[src/rtl/strobe_seq_pkg.sv]
// rtl/strobe_seq_pkg.sv - shared mode encoding and default divider constants for strobe_sequencer
package strobe_seq_pkg;

   typedef enum logic [1:0] {
      MODE_FAST = 2'd0,
      MODE_SLOW = 2'd1,
      MODE_STEP = 2'd2,
      MODE_HOLD = 2'd3
   } mode_t;

   // Defaults assume the 2.5 MHz board clock: 1 kHz, 10 Hz and 1 Hz strobes.
   localparam int DEFAULT_DIV_WIDTH    = 24;
   localparam int DEFAULT_DEBOUNCE_DIV = 2500;
   localparam int DEFAULT_FAST_DIV     = 250000;
   localparam int DEFAULT_SLOW_DIV     = 2500000;
   localparam int DEFAULT_NUM_STATES   = 4;

endpackage

[src/rtl/strobe_divider.sv]
// rtl/strobe_divider.sv - clock-enable divider producing a one-cycle strobe every DIV enabled cycles
module strobe_divider #(
   parameter int DIV_WIDTH = 24,
   parameter int DIV       = 2500
) (
   input  logic clk,
   input  logic rst_n,
   input  logic enable,
   output logic pulse
);

   localparam logic [DIV_WIDTH-1:0] LAST = DIV_WIDTH'(DIV - 1);

   logic [DIV_WIDTH-1:0] count;

   // The strobe is registered off the terminal count, so it appears the cycle after count = DIV-1.
   always_ff @(posedge clk) begin
      if (!rst_n) begin
         count <= '0;
         pulse <= 1'b0;
      end else if (enable) begin
         if (count == LAST) begin
            count <= '0;
            pulse <= 1'b1;
         end else begin
            count <= count + DIV_WIDTH'(1);
            pulse <= 1'b0;
         end
      end else begin
         pulse <= 1'b0;
      end
   end

endmodule

[src/rtl/strobe_sequencer.sv]
// rtl/strobe_sequencer.sv - three strobe dividers, push-button debounce and an N-state up/down sequencer
module strobe_sequencer
   import strobe_seq_pkg::*;
#(
   parameter int DIV_WIDTH    = DEFAULT_DIV_WIDTH,
   parameter int DEBOUNCE_DIV = DEFAULT_DEBOUNCE_DIV,
   parameter int FAST_DIV     = DEFAULT_FAST_DIV,
   parameter int SLOW_DIV     = DEFAULT_SLOW_DIV,
   parameter int NUM_STATES   = DEFAULT_NUM_STATES,
   localparam int STATE_W     = (NUM_STATES > 2) ? $clog2(NUM_STATES) : 1
) (
   input  logic               clk,
   input  logic               rst_n,
   input  logic               enable,
   input  logic [1:0]         mode,
   input  logic               direction,
   input  logic               step_req,
   output logic               debounce_pulse,
   output logic               fast_pulse,
   output logic               slow_pulse,
   output logic [STATE_W-1:0] state,
   output logic               wrap_pulse
);

   localparam logic [STATE_W-1:0] LAST_STATE = STATE_W'(NUM_STATES - 1);

   logic [1:0] sync_ff;
   logic [2:0] history;
   logic [2:0] history_next;
   logic       level;
   logic       step_evt;
   logic       advance;
   mode_t      mode_sel;

   strobe_divider #(.DIV_WIDTH(DIV_WIDTH), .DIV(DEBOUNCE_DIV)) u_debounce_div (
      .clk(clk), .rst_n(rst_n), .enable(enable), .pulse(debounce_pulse)
   );

   strobe_divider #(.DIV_WIDTH(DIV_WIDTH), .DIV(FAST_DIV)) u_fast_div (
      .clk(clk), .rst_n(rst_n), .enable(enable), .pulse(fast_pulse)
   );

   strobe_divider #(.DIV_WIDTH(DIV_WIDTH), .DIV(SLOW_DIV)) u_slow_div (
      .clk(clk), .rst_n(rst_n), .enable(enable), .pulse(slow_pulse)
   );

   assign history_next = {history[1:0], sync_ff[1]};

   // Level only moves on three agreeing samples; step_evt fires on its rising edge.
   always_ff @(posedge clk) begin
      if (!rst_n) begin
         sync_ff  <= '0;
         history  <= '0;
         level    <= 1'b0;
         step_evt <= 1'b0;
      end else if (enable) begin
         sync_ff  <= {sync_ff[0], step_req};
         step_evt <= 1'b0;
         if (debounce_pulse) begin
            history <= history_next;
            if (history_next == 3'b111) begin
               level    <= 1'b1;
               step_evt <= ~level;
            end else if (history_next == 3'b000) begin
               level <= 1'b0;
            end
         end
      end else begin
         step_evt <= 1'b0;
      end
   end

   assign mode_sel = mode_t'(mode);

   always_comb begin
      advance = 1'b0;
      case (mode_sel)
         MODE_FAST: advance = fast_pulse;
         MODE_SLOW: advance = slow_pulse;
         MODE_STEP: advance = step_evt;
         default:   advance = 1'b0;
      endcase
   end

   always_ff @(posedge clk) begin
      if (!rst_n) begin
         state      <= '0;
         wrap_pulse <= 1'b0;
      end else if (enable && advance) begin
         if (direction) begin
            if (state == '0) begin
               state      <= LAST_STATE;
               wrap_pulse <= 1'b1;
            end else begin
               state      <= state - STATE_W'(1);
               wrap_pulse <= 1'b0;
            end
         end else begin
            if (state == LAST_STATE) begin
               state      <= '0;
               wrap_pulse <= 1'b1;
            end else begin
               state      <= state + STATE_W'(1);
               wrap_pulse <= 1'b0;
            end
         end
      end else begin
         wrap_pulse <= 1'b0;
      end
   end

endmodule
[config.mk]
export PLATFORM = sky130hd
export DESIGN_NAME = strobe_sequencer
export DESIGN_NICKNAME = d
export VERILOG_FILES = /design/src/rtl/strobe_seq_pkg.sv /design/src/rtl/strobe_divider.sv /design/src/rtl/strobe_sequencer.sv
export SDC_FILE = /design/constraint.sdc
export NUM_CORES = 1
export LEC_CHECK = 0
export ABC_AREA = 1
export CAP_MARGIN = 20
export CORE_ASPECT_RATIO = 1.1
export CORE_MARGIN = 2
export CORE_UTILIZATION = 62
export CTS_BUF_LIST = sky130_fd_sc_hd__clkbuf_16
export CTS_CLUSTER_DIAMETER = 60
export DETAILED_ROUTE_END_ITERATION = 10
export MAX_ROUTING_LAYER = met4
export PLACE_DENSITY = 0.92
export REMOVE_ABC_BUFFERS = 1
export SLEW_MARGIN = 15
export SYNTH_ARGS = -nofsm -noshare
export SYNTH_HDL_FRONTEND = slang
export SYNTH_HIERARCHICAL = 1
export SYNTH_SLANG_ARGS = --single-unit
export TNS_END_PERCENT = 5
[constraint.sdc]
create_clock -name clk -period 1.6 [get_ports clk]
set_clock_uncertainty 0.15 [all_clocks]
set_input_delay 0.32 -clock clk [delete_from_list [all_inputs] [get_ports clk]]
set_output_delay 0.32 -clock clk [all_outputs]
set_load 0.05 [all_outputs]
==> run summary <==
Tightest Pin Transition - 0.439 ns
Layout Nets - 765
Hold Slack - 0.304 ns
Synth area leaders - dfxtp_1, nand2_1, nor2_1
setup violators final - 36
WP buf/inv - 1
RSZ-0062 raised after global routing - yes
CP peak stage delay - 0.42 ns
synthesis-stage register bit count - 84
total CTS buffers - 9
slowest stage cell, crit path - dfxtp_1
Routed wire per std cell - 19.2 µm
most frequent cells in the layout - nand2_1, nor2_1, inv_1, dfxtp_1, buf_4
relative slew slack - 70.7%
Area growth, synth to finish - 23.9%
Fin. Hold Viols - 0
failing checks - negative setup slack
number of routed nets with antenna violations - 0
vias in the first global route - 4807
met2 usage - 58.8%
initial antenna violation count - 0
Yosys top cell area share - 36.2%
Top Ports - 13
Finished Layout Cells - 845
EDFF count, synth - 0
met3 usage - 7.17%
GRT Total Usage - 35.0%
register area - 0.00171 mm²
most common cell after layout, fill and taps aside - nand2_1
Rows - 33
CP max FO - 9
status - finished with violations
Max Freq - 518 MHz
global route overflow - 0
critical-path cell list - nand2_1 -> nor2_4 -> nand2_4 -> nor2_8 -> xor2_1 -> inv_1 -> nor2_2
Clock transition at path regs - 0.07 ns
IO Port Bufs - 12
final core occ - 78.3%
Post-Syn Instances - 690
Mapped Area - 0.00465 mm²
first-pass GRT wire length - 22100 µm
worst vdd ir - 0.468 mV
Req. time, crit path - 1.73 ns
Worst-Skew Late Latency - 0.34 ns
post-synthesis sequential area ratio - 36.2%
via count - 5410
placed insts - 823
DRT Pass-1 Iters - 8
sum of negative setup slack - -3.09 ns
H-tree depth - 3
Root Driver - clkbuf_16
layout cell share with drive strength beyond 1 - 23.9%
fraction of registers with async set/reset - 0%
fin crit share - 121%
DRT iter0 DRCs - 930
fillers - 412
multi-input combinational cell area - 0.00276 mm²
Initial Utilization - 63.2%
met1 Use GR - 38.7%
# diodes - 0
CP Launch Type - register
Max Cap Viol - 0
Max Buffers Root-to-Sink - 2
Die ar. - 0.00820 mm²
total core area - 0.00735 mm²
drt drc - 0
Die Wd - 86.5 µm
area leader, netlist - dfxtp_1
clk sinks - 84
half-perimeter wire length after placement - 8050 µm
Die Height - 94.8 µm
YS warnings - 6
Pins Over Slew Limit - 0
crit path from - u_debounce_div/count[6]
routability congestion estimate - 0.894
worst min path class - reg -> reg
Crit. End Element - register
Via density - 6.40
final worst-path setup slack - -0.330 ns
Worst Setup Slack post-DPL - -0.426 ns
CP delay by family, top - simple AND/OR/NAND/NOR gates
post-route minimum period - 1.93 ns
Hold Startpoint - level
Top Usage Layer GRT - met2
Power Density - 787 mW/mm²
drt total wl - 16300 µm
Mapped Avg Cell Area - 6.73 µm²
largest net degree at the start of global routing - 15
CTS tree - yes
Reg2Reg Launch Point - u_debounce_div/count[6]
leakage power - 2.35 nW
CP Data Arrival Time - 2.06 ns
critical path class - reg -> reg
Synth Flop Type - dfxtp_1
Synth cell types - 31
==> per-stage QoR <==
stage / total power [W] / cell area, µm²
finish: 0.00453 / 5760
global route: 0.00465 / 5760
CTS: 0.00447 / 5590
global placement: 0.00240 / 5230
floorplan: 0.00228 / 4620
detailed placement: 0.00242 / 5230
==> worst register-to-register path, stage by stage, from the launching register on <==
cell,delay [ns]
dfxtp_1,0.42
nand2_1,0.19
nor2_4,0.22
nand2_4,0.09
nor2_8,0.16
xor2_1,0.32
inv_1,0.20
nor2_2,0.12
==> final cells by class <==
class	count	area share, %
clock inverters	7	1.20
well taps	87	1.89
flip-flops and latches	84	29.6
inverters	82	5.48
clock buffers	9	3.91
multi-input cells	520	47.9
repair buffers	56	10.0
==> worst paths after layout <==
| check | to | slack, ns | depth (start not counted) |
|---|---|---|---|
| max | u_debounce_div/count[12] | -0.33 | 7 |
| min reg2reg | step_evt | 0.30 | 1 |
| min | step_evt | 0.30 | 1 |
| max reg2reg | u_debounce_div/count[12] | -0.33 | 7 |
==> Yosys cell counts (6+ instances only) <==
cell type,n
nand2_1,166
nor2_1,153
dfxtp_1,84
inv_1,74
nand3_1,34
a21oi_1,26
nor2_2,24
nand2_2,19
xor2_1,18
nor3_1,14
nor2_4,13
nand4_1,9
xnor2_1,9
inv_2,6
nand3b_1,6
==> logic make-up (layout without fill, tap and decap cells) <==
logic type               Yosys count  after routing  share of synthesized area [%]
AND/OR/NAND/NOR                  454            454                           45.8
buffers and inverters             86            154                           7.24
flip-flops                        84             84                           36.2
AO/OA/AOI/OAI                     31             31                           3.69
XOR/XNOR                          27             27                           5.09
adder cells (fa/ha/maj)            5              5                           1.35
multiplexers                       3              3                          0.646
==> power breakdown <==
group | switching, W | leakage, nW | internal, W
sequential | 0.0000211 | 0.686 | 0.00211
combinational | 0.000186 | 1.52 | 0.000132
clock | 0.000877 | 0.148 | 0.00120
total | 0.00108 | 2.35 | 0.00345
==> flip-flops by register name, summed over array words and instances (netlist names) <==
name / count
state: 2
sync_ff: 2
u_debounce_div/count: 24
u_fast_div/pulse: 1
step_evt: 1
u_debounce_div/pulse: 1
u_fast_div/count: 24
level: 1
wrap_pulse: 1
u_slow_div/pulse: 1
u_slow_div/count: 24
history: 2
==> layer usage <==
metal | vias up | wire, µm | part of all wire, %
met3 | 192 | 1950 | 12
met4 | 0 | 1410 | 8.7
met1 | 2418 | 5350 | 33
met2 | 535 | 7560 | 46
met5 | - | 0 | 0
li1 | 2265 | - | -
==> timing repair <==
action,4_1_cts,5_1_grt
buffers inserted,0,5
setup endpoints to repair,56,54
pin swaps,1,8
gates resized for setup,11,47
gates cloned,1,0
hold buffers,0,0
Note: power is estimated with default switching activity, not from simulation.
